==> src/rtl/arb_rsp_router_pkg.sv <==
// Shared return-path types and helpers for the request arbiter and its response router.
package arb_rsp_router_pkg;

  localparam int MAX_REQS     = 64;
  localparam int DEF_NUM_REQS = 4;
  localparam int DEF_IDX_W    = (DEF_NUM_REQS > 1) ? $clog2(DEF_NUM_REQS) : 1;

  typedef logic [DEF_IDX_W-1:0] rsp_idx_t;

  // Lowest set bit wins; an all-zero vector maps to 0.
  function automatic int onehot_to_idx(input logic [MAX_REQS-1:0] v);
    int r;
    r = 0;
    for (int i = MAX_REQS - 1; i >= 0; i--)
      if (v[i]) r = i;
    return r;
  endfunction

endpackage

==> src/rtl/arb_rsp_router_fifo_sync.sv <==
// Synchronous FIFO holding grant indices; occupancy count resolves full/empty for any DEPTH.
module fifo_sync #(
  parameter int WIDTH = 2,
  parameter int DEPTH = 4,
  localparam int PW = (DEPTH > 1) ? $clog2(DEPTH) : 1,
  localparam int CW = $clog2(DEPTH + 1)
) (
  input  logic             clock,
  input  logic             reset,
  input  logic             push,
  input  logic [WIDTH-1:0] din,
  input  logic             pop,
  output logic [WIDTH-1:0] dout,
  output logic             full,
  output logic             empty,
  output logic [CW-1:0]    count
);

  logic [WIDTH-1:0] mem [DEPTH];
  logic [PW-1:0]    wr_ptr, rd_ptr;
  logic             do_push, do_pop;

  function automatic logic [PW-1:0] nxt(input logic [PW-1:0] p);
    return (p == PW'(DEPTH - 1)) ? '0 : p + 1'b1;
  endfunction

  assign full    = (count == CW'(DEPTH));
  assign empty   = (count == '0);
  assign do_push = push && !full;
  assign do_pop  = pop && !empty;
  assign dout    = mem[rd_ptr];

  // Pointers wrap modulo DEPTH; count tracks occupancy.
  always_ff @(posedge clock or posedge reset) begin
    if (reset) begin
      wr_ptr <= '0;
      rd_ptr <= '0;
      count  <= '0;
    end else begin
      if (do_push) wr_ptr <= nxt(wr_ptr);
      if (do_pop)  rd_ptr <= nxt(rd_ptr);
      count <= count + CW'(do_push) - CW'(do_pop);
    end
  end

  // Storage needs no reset; only entries between pointers are ever read.
  always_ff @(posedge clock) begin
    if (do_push) mem[wr_ptr] <= din;
  end

endmodule

==> src/rtl/arb_rsp_router.sv <==
// Records arbiter grant order and routes in-order responses back to the granted requester.
module arb_rsp_router
  import arb_rsp_router_pkg::*;
#(
  parameter int NUM_REQS = 4,
  parameter int DEPTH    = 4,
  parameter int DATA_W   = 32,
  localparam int IDX_W = (NUM_REQS > 1) ? $clog2(NUM_REQS) : 1,
  localparam int CW    = $clog2(DEPTH + 1)
) (
  input  logic                clock,
  input  logic                reset,
  input  logic                grant_valid,
  input  logic [NUM_REQS-1:0] grant,
  output logic                grant_ready,
  input  logic                rsp_valid,
  input  logic [DATA_W-1:0]   rsp_data,
  output logic                rsp_ready,
  output logic [NUM_REQS-1:0] out_valid,
  output logic [DATA_W-1:0]   out_data,
  input  logic [NUM_REQS-1:0] out_ready,
  output logic [CW-1:0]       outstanding,
  output logic                err_unexpected,
  output logic                err_grant
);

  logic             full, empty;
  logic             push, accept, drain, onehot;
  logic [IDX_W-1:0] gidx, head;
  logic             obuf_valid;
  logic [IDX_W-1:0] obuf_id;
  logic [DATA_W-1:0] obuf_data;

  assign onehot = (grant != '0) && ((grant & (grant - 1'b1)) == '0);
  assign gidx   = IDX_W'(onehot_to_idx(MAX_REQS'(grant)));
  assign push   = grant_valid && grant_ready && (grant != '0);

  assign grant_ready = !full;
  assign rsp_ready   = !empty && (!obuf_valid || out_ready[obuf_id]);
  assign accept      = rsp_valid && rsp_ready;
  assign drain       = obuf_valid && out_ready[obuf_id];

  assign out_valid = obuf_valid ? (NUM_REQS'(1) << obuf_id) : '0;
  assign out_data  = obuf_data;

  fifo_sync #(.WIDTH(IDX_W), .DEPTH(DEPTH)) u_trk (
    .clock (clock),
    .reset (reset),
    .push  (push),
    .din   (gidx),
    .pop   (accept),
    .dout  (head),
    .full  (full),
    .empty (empty),
    .count (outstanding)
  );

  // Single-entry output buffer: reload on accept, otherwise clear once the target takes it.
  always_ff @(posedge clock or posedge reset) begin
    if (reset) begin
      obuf_valid <= 1'b0;
      obuf_id    <= '0;
      obuf_data  <= '0;
    end else if (accept) begin
      obuf_valid <= 1'b1;
      obuf_id    <= head;
      obuf_data  <= rsp_data;
    end else if (drain) begin
      obuf_valid <= 1'b0;
    end
  end

  // Sticky error flags, cleared only by reset.
  always_ff @(posedge clock or posedge reset) begin
    if (reset) begin
      err_unexpected <= 1'b0;
      err_grant      <= 1'b0;
    end else begin
      if (rsp_valid && empty)      err_unexpected <= 1'b1;
      if (grant_valid && !onehot)  err_grant      <= 1'b1;
    end
  end

endmodule

==> config.mk <==
export PLATFORM = sky130hd
export DESIGN_NAME = arb_rsp_router
export DESIGN_NICKNAME = d
export VERILOG_FILES = /design/src/rtl/arb_rsp_router_pkg.sv /design/src/rtl/arb_rsp_router_fifo_sync.sv /design/src/rtl/arb_rsp_router.sv
export SDC_FILE = /design/constraint.sdc
export NUM_CORES = 1
export LEC_CHECK = 0
export ABC_AREA = 1
export CORE_MARGIN = 2
export CORE_UTILIZATION = 40
export CTS_CLUSTER_DIAMETER = 60
export DETAILED_ROUTE_END_ITERATION = 7
export PLACE_DENSITY = 0.7
export SYNTH_ARGS = -nofsm -noshare
export SYNTH_HDL_FRONTEND = slang
export SYNTH_SLANG_ARGS = --single-unit
==> constraint.sdc <==
create_clock -name clock -period 3.4 [get_ports clock]
set_input_delay 0.34 -clock clock [delete_from_list [all_inputs] [get_ports clock]]
set_output_delay 0.34 -clock clock [all_outputs]
set_load 0.05 [all_outputs]
### After elaboration in Yosys (flattened, before gate mapping)

Memories as Yosys holds them, arrays and structs flattened. A register that Yosys moved wholly into a read port is not among the register bits.
Index checks and enable logic that the tools add are counted.

| operators by class | value |
|---|---|
| bitwise operators | 1 |
| magnitude comparators | 1 |
| reductions and logical operators | 19 |
| shifts and indexed selects | 1 |
| eq/ne operators | 3 |
| div/mod/pow operators | 0 |
| $add $sub $neg | 5 |
| multiplexer cells | 13 |
| multiply operators | 0 |

Operators with widths:

| operator | count |
|---|---|
| 2-bit two-way mux | 6 |
| 1-bit logical AND | 10 |
| 1-bit two-way mux | 5 |
| 2-bit by 1-bit adder with 2-bit output (second input constant) | 2 |
| 4-bit bitwise AND | 1 |
| 2-bit == test (second input constant) | 2 |
| 1-bit zero test | 4 |
| 4-bit zero test | 1 |
| 4-bit two-way mux | 1 |
| 4-bit nonzero test | 1 |
| 1-bit by 2-bit left shift with 4-bit output (first input constant) | 1 |
| 4-bit by 1-bit subtractor with 4-bit output (second input constant) | 1 |
| 3-bit by 1-bit adder with 3-bit output | 1 |
| 3-bit == test (second input constant) | 1 |
| 3-bit zero test | 1 |
| 2-bit by 3-bit less-than comparator with 1-bit output (second input constant) | 1 |
| 3-bit by 1-bit subtractor with 3-bit output | 1 |
| 1-bit binary-select mux with 2-bit select | 1 |
| 2-bit nonzero test | 1 |
| 1-bit logical OR | 1 |

| storage, ports and cells | value |
|---|---|
| memories kept | 1 |
| RAM bits | 8 |
| input port bits | 44 |
| word-level logic and storage cells | 51 |
| flip-flop bits (word level) | 42 |
| bits in latches | 0 |
| output and inout bits | 43 |
| bits in read-only memories | 0 |

Memory list:

| memory | words | bits a word | rd ports | clocked after memory_dff | write ports | line | text |
|---|---|---|---|---|---|---|---|
| u_trk.mem | 4 | 2 | 1 | 1 | 1 | arb_rsp_router_fifo_sync.sv:19 | `logic [WIDTH-1:0] mem [DEPTH];` |

### Logic depth before layout (Yosys ltp)

Gate-level depths: netlist of run 1.

| depth | value |
|---|---|
| depth in word-level cells | 7 |
| mapped depth | 14 |
| gate-level depth less buffers | 12 |

### Modules after synthesis

Synthesis of run 1 repeated with hierarchy kept, for this count alone.

| second synthesis, totals | value |
|---|---|
| cell total of the unflattened synthesis | 279 |
| area total of the unflattened synthesis | 2499.9 um^2 |

By module, submodules not included:

| module | sequential area each (um^2) | cells each | times used | area each (um^2) |
|---|---|---|---|---|
| arb_rsp_router | 925.9 | 195 | 1 | 1676.6 |
| fifo_sync | 415.4 | 84 | 1 | 823.3 |

### Least setup slack after synthesis of run 1

Ideal clock, no wire load.

| timing | value |
|---|---|
| path type | register to register |
| start point | register u_trk.count[2] |
| end point | register u_trk.count[2] |
| library setup time | 130 ps |
| path slack | 952 ps |
| cell stages (with the launch flop) | 7 |
| data required time | 3270 ps |
| arrival time | 2318 ps |
| period minus slack after synthesis | 2448 ps |
| buffers on the path | 0 |
| cell sequence | dfrtp_1 > nand3_1 > nand3_4 > inv_1 > ha_1 > fa_1 > xor2_1 |

| between the ends | value |
|---|---|
| word-level cells in the longest chain between the ends | 7 |
| elaborated cells between the ends (all ways) | 12 |
| those cells by class | add/sub: 2; eq/ne: 1; reduce/logical: 9 |

Ends and longest elaborated chain:

| what | line | text |
|---|---|---|
| start, declared | arb_rsp_router_fifo_sync.sv:16 | `output logic [CW-1:0] count` |
| start signal, assigned | arb_rsp_router_fifo_sync.sv:42 | `count <= count + CW'(do_push) - CW'(do_pop);` |
| 3-bit == test (*) | arb_rsp_router_fifo_sync.sv:27 | `assign full = (count == CW'(DEPTH));` |
| 1-bit zero test (*) | arb_rsp_router.sv:38 | `assign grant_ready = !full;` |
| named net grant_ready | arb_rsp_router.sv:15 | `output logic grant_ready,` |
| 1-bit logical AND (2 in series) | arb_rsp_router.sv:36 | `assign push = grant_valid && grant_ready && (grant != '0);` |
| 1-bit logical AND (*) | arb_rsp_router_fifo_sync.sv:29 | `assign do_push = push && !full;` |
| named net u_trk.do_push | arb_rsp_router_fifo_sync.sv:21 | `logic do_push, do_pop;` |
| 3-bit by 1-bit adder with 3-bit output (*) | arb_rsp_router_fifo_sync.sv:42 |  |
| 3-bit by 1-bit subtractor with 3-bit output (*) | arb_rsp_router_fifo_sync.sv:42 |  |

The timed path passes the listed nets; every way through them passes the cells marked *.
A chain may end at the register's enable or synchronous reset.

### Final worst setup path of run 1

| timing | value |
|---|---|
| start point | register obuf_id[0], read port of u_trk.mem |
| end point | output rsp_ready |

| between the ends | value |
|---|---|
| word-level cells in the longest chain between the ends | 4 |

Ends and longest elaborated chain:

| what | line | text |
|---|---|---|
| start, declared | arb_rsp_router.sv:31 | `logic [IDX_W-1:0] obuf_id;` |
| 1-bit binary-select mux with 2-bit select | arb_rsp_router.sv:39 | `assign rsp_ready = !empty && (!obuf_valid \|\| out_ready[obuf_id]);` |
| 1-bit two-way mux (not written as such) | arb_rsp_router.sv:39 |  |
| 1-bit logical OR | arb_rsp_router.sv:39 |  |
| 1-bit logical AND | arb_rsp_router.sv:39 |  |
| end, declared | arb_rsp_router.sv:18 | `output logic rsp_ready,` |

No other way between the ends. The select of a mux whose other input is x is not followed.

==> flow_summary.toml, run 1 <==
[critical_path]
worstSetupStartpointType = "register"
r2r_start = "obuf_id[0]"
worst-endpoint-arrival_ns = 2.23
crit_path_cell_trace = "inv_2 > nand2_1 > nand2_1 > nand2_1 > nand3_2 > nand2_1 > inv_1 > clkdlybuf4s50_1"
rrSetupSlack_ns = 1.04
timing.setup.critical_path_class = "reg2out"
cp_slowest_stage_delay_ns = 0.79
cp_max_fo = 16
worst_setup_path_end_kind = "primary output"
critical_path_required_ns = 3.06
crit_top_cell = "sky130_fd_sc_hd__nand2_1"
reg2regPathDepth = 12
r2r_end = "u_trk.count[2]"
slowest_stage = "sky130_fd_sc_hd__clkdlybuf4s50_1"

[logic_synthesis]
post_synth_top_area_share = 0.450
ys_seq_elements = 52
synth.avg_cell_area_sq_um = 8.93
synth_largest_area_cell = "sky130_fd_sc_hd__dfrtp_1"
synth.distinct_cells = 24
synthesis.instances = 274
mappedNetlistNets = 326
post_synth_instance_area_sq_um = 2450
yosysWarningCount = 0
seq_area_frac_synth = 0.548
netlist_top_cells_area = "sky130_fd_sc_hd__dfrtp_1 (45%), sky130_fd_sc_hd__nand2_1 (16%), sky130_fd_sc_hd__edfxtp_1 (9.8%)"

[die]
dieArea_sq_um = 6760
core_outline_area_sq_um = 5920
die-width_microns = 82.2
number_of_placed_i_o_pins = 87
die_height_microns = 82.2
fp-row-count = 28
initial_utilization = 0.413

[global_route]
via_count_of_the_first_global_routing_pass = 1982
largest_net_degree_at_the_start_of_global_routing = 45
track_usage = 0.174
grt_overflow_total = 0
grt_pass1_wl_microns = 9110
antenna_found_initial = 0

[hold_path]
holdPathStages = 2
min-delay-start = "err_grant"
worstHoldEndpoint = "err_grant"
hp-class = "reg2reg"

[timing]
hold_violations = 0
fmax_ghz = 0.389
timing_worst_slew_pin_value_ns = 0.911
post-route-period-util = 0.755
layout_setup_ws_ns = 0.832
finalMaxSlewViolations = 0
clock_skew_ns = 0.00588
fin_crit_ns = 2.57
grt_setup_unrepaired = "false"
slew_headroom = 0.392
setup_violations = 0
total_negative_setup_slack_ns = 0

[cts]
postCtsHoldBufs = 0
post_cts_setup_buffer_count = 0
clk_pin_slew_worst_paths_ns = 0.09
cts_htree_levels = 2
insertion_delay_ns = 0.30
ctsLongestPathBuffers = 2
cts_tree = "built"
tritoncts.num_buffers = 5
tritoncts_num_sinks = 52
clock-root-buffer = "sky130_fd_sc_hd__clkbuf_8"
post_cts.resized_instances = 0

[detailed_routing]
post_drt_wl_per_cell_microns = 13.2
drt-vias-per-instance = 4.76
initialDrtViolationCount = 87
routed_antenna_nets = 0
postRouteWirelength_microns = 5710
drc = 0
drt_pass1_iterations = 4
vias = 2052

[finish]
layout-drive-gt1-share = 0.0534
layout_common_cells = "sky130_fd_sc_hd__nand2_1 (103), sky130_fd_sc_hd__clkdlybuf4s50_1 (86), sky130_fd_sc_hd__dfrtp_1 (44), sky130_fd_sc_hd__nand4_1 (37), sky130_fd_sc_hd__inv_1 (28)"
num_antenna_cells = 0
final_net_count = 407
area.growth.synth_to_final_pct = 39.9
final_cells = 431
layout.cells.most_common = "sky130_fd_sc_hd__nand2_1"

[status]
status = "finished, final reports clean"

[placement]
globalplace.congestion = 0.729
io_buffer_count = 86
placed_cells_incl_taps = 423
dp_hpwl_microns = 4020
preCtsSetupSlack_ns = 0.813

[run]
drv.max_cap_violation_count = 0

[power]
total_leakage_power_nw = 1.66
power.density_nw_per_um2 = 1070
peakVddDrop_uv = 565
## cell type report
cell class	instances	area, sq um
fill	537	2500
sequential	52	1340
multi-input combinational	176	891
timing repair buffer	90	891
inverter	30	113
tap	75	93.8
clock buffer	7	86.3
clock inverter	1	7.51
## routing by layer
layer  track usage  routed length, microns
met5             0                       0
met4        0.0450                      34
met3        0.0348                     267
met2         0.294                    2840
met1         0.227                    2570
## worst max-delay path by stage
stage | start | end | slack, ns | cells past startpoint
global route | obuf_id[0] | rsp_ready | 0.68 | 8
detailed placement | out_ready[3] | u_trk.count[2] | 0.81 | 12
global placement | out_ready[3] | u_trk.count[2] | 0.85 | 12
floorplan | u_trk.count[2] | u_trk.count[2] | 0.95 | 6
CTS | obuf_id[0] | rsp_ready | 0.80 | 8
finish | obuf_id[0] | rsp_ready | 0.83 | 8
## sequential cells by signal, indices dropped and copies added (netlist names), 2 cells and up
register / count
u_trk.count: 3
obuf_id: 2
u_trk.rd_ptr: 2
u_trk.mem: 8
u_trk.wr_ptr: 2
out_data: 32
## worst max-delay path, delay by kind of cell, from the launching register on
kind / cells / cell delay (ns)
simple gates: 5 / 0.50
buf+inv: 3 / 0.96
flops: 1 / 0.46
## through the flow
stage	util	hold WS (ns)	area, sq um	power, mW
floorplan	-	0.450	2450	2.64
global placement	0.562	0.452	3330	3.28
detailed placement	0.562	0.458	3330	3.32
CTS	0.578	0.481	3420	3.69
global route	0.578	0.498	3420	3.90
finish	0.578	0.473	3420	3.65
## cell usage after synthesis, drive strengths merged
| cell | n |
|---|---|
| dfrtp | 44 |
| fa | 1 |
| nand3 | 8 |
| or2 | 2 |
| o21ai | 1 |
| xor2 | 1 |
| inv | 30 |
| buf | 15 |
| nand4 | 37 |
| a31o | 1 |
| a21oi | 1 |
| nor2 | 9 |
| xnor2 | 1 |
| clkbuf | 1 |
| nand2 | 103 |
| ha | 7 |
| nor3 | 4 |
| edfxtp | 8 |
## logic make-up (layout without fill, tap and decap cells)
family,Yosys count,after routing,synth area share
compound gates,3,3,0.00767
xor+xnor,2,2,0.00716
fa+ha+maj,8,8,0.0440
buf+inv,46,128,0.0875
flops,52,52,0.548
simple gates,163,163,0.305
## power by group
group | internal, mW | total (mW) | leakage (nW) | switching [mW]
clock network | 0.166 | 0.365 | 0.0445 | 0.199
registers | 0.906 | 1.08 | 0.608 | 0.175
logic | 0.705 | 2.20 | 1.00 | 1.50
No activity file was read; power rests on OpenSTA's default activity.
==> inputs of run 2 (changes only) <==
PLACE_DENSITY = 0.72   (was 0.7)
clock period = 2.2 ns   (was 3.4 ns; I/O delays follow)
==> run 2 against run 1 <==
  * Via count rose by 4.2%
  * Critical path depth fell by 5
  * Largest cell class unchanged
  * Register-to-register slack got worse by 0.89 ns
  * Global-route usage fell by 0.076 points
  * First-iteration DRC count rose by 46%
  * Sequential share of layout area fell by 0.73 points
  * Count of clock-buffer cells in the layout fell by 1
  * Sequential power rose by 56%
==> flow_summary.toml, run 2 (same netlist as run 1, synthesis figures left out) <==
[timing]
hold_violations = 0
post-route-period-util = 0.934
holdWs_ns = 0.255
total_negative_setup_slack_ns = 0
finalMaxSlewViolations = 0
clock_skew_ns = 0.00415
fmax_ghz = 0.487
setup_violations = 0
layout_setup_ws_ns = 0.146
timing_worst_slew_pin_value_ns = 0.528
slew_headroom = 0.647
fin_crit_ns = 2.05
grt_setup_unrepaired = "false"

[die]
die_height_microns = 82.2
core_outline_area_sq_um = 5920
dieArea_sq_um = 6760
number_of_placed_i_o_pins = 87
fp-row-count = 28
initial_utilization = 0.413
die-width_microns = 82.2

[finish]
final.fill_count = 527
sequential_cell_area_sq_um = 1350
final_net_count = 413
number_of_flip_flops_in_the_largest_register = 32
area.growth.synth_to_final_pct = 43.0
layout.core_utilization = 0.591
layout.cells.most_common = "sky130_fd_sc_hd__nand2_1"
layout-drive-gt1-share = 0.0912
layout_common_cells = "sky130_fd_sc_hd__nand2_1 (103), sky130_fd_sc_hd__clkdlybuf4s50_1 (85), sky130_fd_sc_hd__dfrtp_1 (41), sky130_fd_sc_hd__nand4_1 (37), sky130_fd_sc_hd__inv_1 (28)"
multiInputGateArea_sq_um = 901
num_antenna_cells = 0
final_cells = 437
finalInstanceArea_sq_um = 3500

[power]
p_total_mw = 5.76
power.sequential.fraction = 0.294
cell_internal_pwr_mw = 2.82
comb_power_share = 0.608
total_leakage_power_nw = 1.70
power.switching_fraction = 0.510
p_sw_mw = 2.94
power.density_nw_per_um2 = 1650
power_frac_clock = 0.098
peakVddDrop_uv = 989

[cts]
clock-root-buffer = "sky130_fd_sc_hd__clkbuf_8"
tritoncts.num_buffers = 5
postCtsHoldBufs = 0
cts_htree_levels = 2
clk_pin_slew_worst_paths_ns = 0.09
cts_tree = "built"
insertion_delay_ns = 0.30
ctsLongestPathBuffers = 2
tritoncts_num_sinks = 52

[global_route]
antenna_found_initial = 0
grt_pass1_wl_microns = 8940
track_usage = 0.173
grt_overflow_total = 0
largest_net_degree_at_the_start_of_global_routing = 39
via_count_of_the_first_global_routing_pass = 2113

[detailed_routing]
drt-vias-per-instance = 4.89
drc = 0
initialDrtViolationCount = 127
postRouteWirelength_microns = 5740
drt_pass1_iterations = 4
post_drt_wl_per_cell_microns = 13.1
vias = 2138
routed_antenna_nets = 0

[critical_path]
slowest_stage = "sky130_fd_sc_hd__clkdlybuf4s50_1"
crit_path_cell_trace = "inv_2 > nor3_1 > clkdlybuf4s50_1"
timing.setup.critical_path_class = "reg2out"
worstSetupStartpointType = "register"
setup.worst_path.start = "obuf_id[0]"
cpLargestDelayFamily = "buffers and inverters"
cp_slowest_stage_delay_ns = 0.82
critical_path_required_ns = 1.98
r2r_start = "obuf_id[0]"
worst-endpoint-arrival_ns = 1.83
rrSetupSlack_ns = 0.15
critical_path_buf_inv_count = 2
worst_setup_path_end_kind = "primary output"
cp_max_fo = 6

[placement]
globalplace.congestion = 0.741
placed_cells_incl_taps = 429
placement.cell_area_sq_um = 3400
io_buffer_count = 86
preCtsSetupSlack_ns = -0.0487
dp_hpwl_microns = 4130

[status]
status = "finished, final reports clean"

[run]
drv.max_cap_violation_count = 0

[hold_path]
hp-class = "in2async"
-- run 2: changes by cell type in the layout (fill, tap and decap cells not counted), sizes merged --
cell	change
clkinv	+1
buf	+7
clkdlybuf4s50	-1
inv	+1
clkinvlp	-1
clkbuf	-1
-- run 2: power by group through the flow --
stage,Clock (mW),Combinational [mW],Sequential [mW]
final,0.563,3.50,1.69
after global routing,0.621,3.77,1.74
after CTS,0.585,3.53,1.69
after detailed placement,0,3.53,1.70
after global placement,0,3.46,1.70
after floorplan,0,1.31,2.79
-- run 2: per-layer routing --
layer,up-vias,part of all wire,track usage
li1,1059,-,-
met1,1010,0.42,0.197
met2,63,0.52,0.310
met3,6,0.051,0.0391
met4,0,0.015,0.0717
met5,-,0,0
-- run 2: final timing paths --
kind,end,depth (start not counted)
max in group asynchronous,out_data[10],3
max,out_valid[3],3
min in group clock,out_data[23],3
min reg2reg,err_grant,2
max reg2reg,u_trk.count[2],12
min,out_data[11],2
-- run 2: area by class of cell --
cell class,instances,area share
clock inverters,2,0.00393
inverters,30,0.0322
well taps,75,0.0268
repair buffers,96,0.271
flip-flops and latches,52,0.384
clock buffers,6,0.0236
multi-input cells,176,0.258
-- run 2: worst register-to-register path: stages, from the launching register on --
cell and delay, ns:
sky130_fd_sc_hd__dfrtp_1 0.46, sky130_fd_sc_hd__inv_2 0.08, sky130_fd_sc_hd__nand2_1 0.06, sky130_fd_sc_hd__nand2_1 0.04
sky130_fd_sc_hd__nand2_1 0.06, sky130_fd_sc_hd__nand3_2 0.12, sky130_fd_sc_hd__nand3_2 0.09, sky130_fd_sc_hd__inv_1 0.04
sky130_fd_sc_hd__ha_1 0.26, sky130_fd_sc_hd__inv_1 0.03, sky130_fd_sc_hd__ha_1 0.19, sky130_fd_sc_hd__fa_2 0.34
sky130_fd_sc_hd__xor2_1 0.17
-- run 2: repair_timing --
item                       CTS  global route
setup endpoints to repair    0             1
resized for setup            0             1
setup buffers                0             0
==> inputs of run 3 (changes only) <==
CORE_UTILIZATION = 32   (was 40)
PLACE_DENSITY = 0.59   (was 0.72)
SKIP_LAST_GASP = 1   (was unset)
SYNTH_HIERARCHICAL = 1   (was unset)
==> run 3 against run 2 <==
  * Register-to-register slack lost 0.07 ns
  * Sequential power hardly changed
  * Clock skew is essentially flat
  * Critical path type is now in2reg
  * Non-clock buffer count increased by 9
  * Critical path depth increased by 9
  * Cell count rose by 9.8%
  * Die area increased by 26%
  * Sequential cell count stayed put
==> flow_summary.toml, run 3 <==
[status]
status = "finished, final reports clean"

[logic_synthesis]
synthesis.instances = 279
post-synth-top-count-cell = "sky130_fd_sc_hd__nand2_1"
ys_seq_elements = 52
postSynth.asyncResetShare = 0.846
post_synth_instance_area_sq_um = 2500
yosysWarningCount = 6
mappedNetlistNets = 331
synth-main-ff-cell = "sky130_fd_sc_hd__dfrtp_1"
netlist_top_cells_area = "sky130_fd_sc_hd__dfrtp_1 (44%), sky130_fd_sc_hd__nand2_1 (15%), sky130_fd_sc_hd__edfxtp_1 (9.6%)"
seq_area_frac_synth = 0.537
synth_compound_gate_area_share = 0.0190
synth_largest_area_cell = "sky130_fd_sc_hd__dfrtp_1"
number_of_enable_type_register_cells_in_the_synthesized_netlist = 8
post_synth_top_area_share = 0.440
synth_mux_area_frac = 0
share_of_synthesized_cell_area_in_full_adder_half_adder_and_majority_cells = 0.0430
yosys.area_share.simple = 0.319
synth.cells.most_frequent = "sky130_fd_sc_hd__nand2_1 (98), sky130_fd_sc_hd__dfrtp_1 (44), sky130_fd_sc_hd__nand4_1 (34)"
synth.distinct_cells = 25
synth.avg_cell_area_sq_um = 8.96
synth_top_family_by_area = "simple AND/OR/NAND/NOR gates"
post_synth_xor_area_fraction = 0

[cts]
tritoncts_num_sinks = 52
cts_htree_levels = 2
postCtsHoldBufs = 0
cts_tree = "built"
clk_pin_slew_worst_paths_ns = 0.09
clock-root-buffer = "sky130_fd_sc_hd__clkbuf_8"
ctsLongestPathBuffers = 2
insertion_delay_ns = 0.29
tritoncts.num_buffers = 5

[finish]
number_of_flip_flops_in_the_largest_register = 32
num_antenna_cells = 0
final_net_count = 429
layout_common_cells = "sky130_fd_sc_hd__nand2_1 (93), sky130_fd_sc_hd__clkdlybuf4s50_1 (85), sky130_fd_sc_hd__dfrtp_1 (40), sky130_fd_sc_hd__nand4_1 (34), sky130_fd_sc_hd__inv_1 (25)"
layout-drive-gt1-share = 0.159
area.growth.synth_to_final_pct = 48.5
layout.core_utilization = 0.485
layout.cells.most_common = "sky130_fd_sc_hd__nand2_1"
finalInstanceArea_sq_um = 3710
final.fill_count = 720

[die]
die_height_microns = 92.4
die-width_microns = 92.4
dieArea_sq_um = 8530
initial_utilization = 0.327
fp-row-count = 32
core_outline_area_sq_um = 7650
number_of_placed_i_o_pins = 87

[placement]
placement.cell_area_sq_um = 3560
io_buffer_count = 86
preCtsSetupSlack_ns = -0.353
dp_hpwl_microns = 4120
globalplace.congestion = 0.758

[power]
power.density_nw_per_um2 = 1620
peakVddDrop_uv = 1070
total_leakage_power_nw = 1.76

[global_route]
largest_net_degree_at_the_start_of_global_routing = 37
grt_pass1_wl_microns = 9800
antenna_found_initial = 0
track_usage = 0.140
grt_overflow_total = 0
via_count_of_the_first_global_routing_pass = 2097

[critical_path]
worstSetupStartpointType = "input port"
critical_path_required_ns = 2.40
worst_setup_path_end_kind = "register"
worst-endpoint-arrival_ns = 2.33
cp_max_fo = 2
timing.setup.critical_path_class = "in2reg"

[detailed_routing]
initialDrtViolationCount = 58
routed_antenna_nets = 0
vias = 2192
postRouteWirelength_microns = 6010
drc = 0
drt_pass1_iterations = 4
drt-vias-per-instance = 4.57
post_drt_wl_per_cell_microns = 12.5

[timing]
slew_headroom = 0.645
timing_worst_slew_pin_value_ns = 0.530
fmax_ghz = 0.470
grt_setup_unrepaired = "true"
setup_violations = 0
fin_crit_ns = 2.13
post-route-period-util = 0.967
hold_violations = 0
layout_setup_ws_ns = 0.0733
clock_skew_ns = 0.00402
finalMaxSlewViolations = 0

[hold_path]
hp-class = "in2async"

[run]
drv.max_cap_violation_count = 0
-- run 3: worst paths after layout --
kind	from	cells after the start	end	slack, ns
setup / recovery	grant[0]	12	u_trk/count[1]	0.07
hold / removal	reset	2	u_trk/rd_ptr[1]	0.22
setup reg to reg	obuf_id[0]	15	u_trk/count[1]	0.08
hold reg to reg	err_unexpected	1	err_unexpected	0.46
max in group asynchronous	reset	3	obuf_id[0]	1.42
min in group clock	err_unexpected	1	err_unexpected	0.46
-- run 3: cells by family (layout without fill, tap and decap cells) --
group	after synthesis	in the layout
AO/OA/AOI/OAI	7	7
adder cells (fa/ha/maj)	8	8
buffers and inverters	47	146
flip-flops	52	52
AND/OR/NAND/NOR	165	165
-- run 3: repair_timing --
action | CTS | global route
endpoints found under the setup margin | 2 | 3
buffers inserted | 0 | 3
resized for setup | 1 | 15
pin swaps | 0 | 6
-- run 3: through the flow --
step	instances	TNS [ns]	hold WS [ns]	power, mW
after floorplan	279	-0.348	0.0232	4.18
after global placement	469	-0.645	0.441	5.35
after detailed placement	469	-0.699	0.447	5.39
after CTS	477	0	0.229	5.93
after global routing	480	-0.0178	0.250	6.40
final	480	0	0.217	6.00
-- run 3: final cells by class --
cell class	count	area [sq um]	share of cell area
Sequential cell	52	1350	0.363
Timing Repair Buffer	105	1030	0.276
Multi-Input combinational cell	180	1000	0.270
Inverter	33	129	0.0347
Tap cell	102	128	0.0344
Clock buffer	7	76.3	0.0206
Clock inverter	1	3.75	0.00101
-- run 3: worst max-delay path, cell delays in order --
cell	delay, ns
sky130_fd_sc_hd__clkdlybuf4s50_1	0.42
sky130_fd_sc_hd__or2_2	0.31
sky130_fd_sc_hd__or2_4	0.24
sky130_fd_sc_hd__nand2_2	0.06
sky130_fd_sc_hd__nor2_2	0.06
sky130_fd_sc_hd__nand2_8	0.07
sky130_fd_sc_hd__ha_4	0.19
sky130_fd_sc_hd__inv_2	0.06
sky130_fd_sc_hd__ha_4	0.12
sky130_fd_sc_hd__inv_2	0.03
sky130_fd_sc_hd__fa_2	0.51
sky130_fd_sc_hd__inv_1	0.04
-- run 3: where the power goes --
part / internal, mW / switching [mW] / leakage (nW) / total (mW)
registers: 1.41 / 0.298 / 0.605 / 1.70
logic: 1.31 / 2.47 / 1.12 / 3.78
clock network: 0.222 / 0.292 / 0.0399 / 0.514
total: 2.94 / 3.06 / 1.76 / 6.00
-- run 3: per-layer routing --
metal | vias up | track usage | wire length, microns
met4 | 0 | 0.0299 | 53
met2 | 70 | 0.234 | 2830
met1 | 1022 | 0.182 | 2720
met3 | 5 | 0.0391 | 404
met5 | - | 0 | 0
li1 | 1095 | - | -
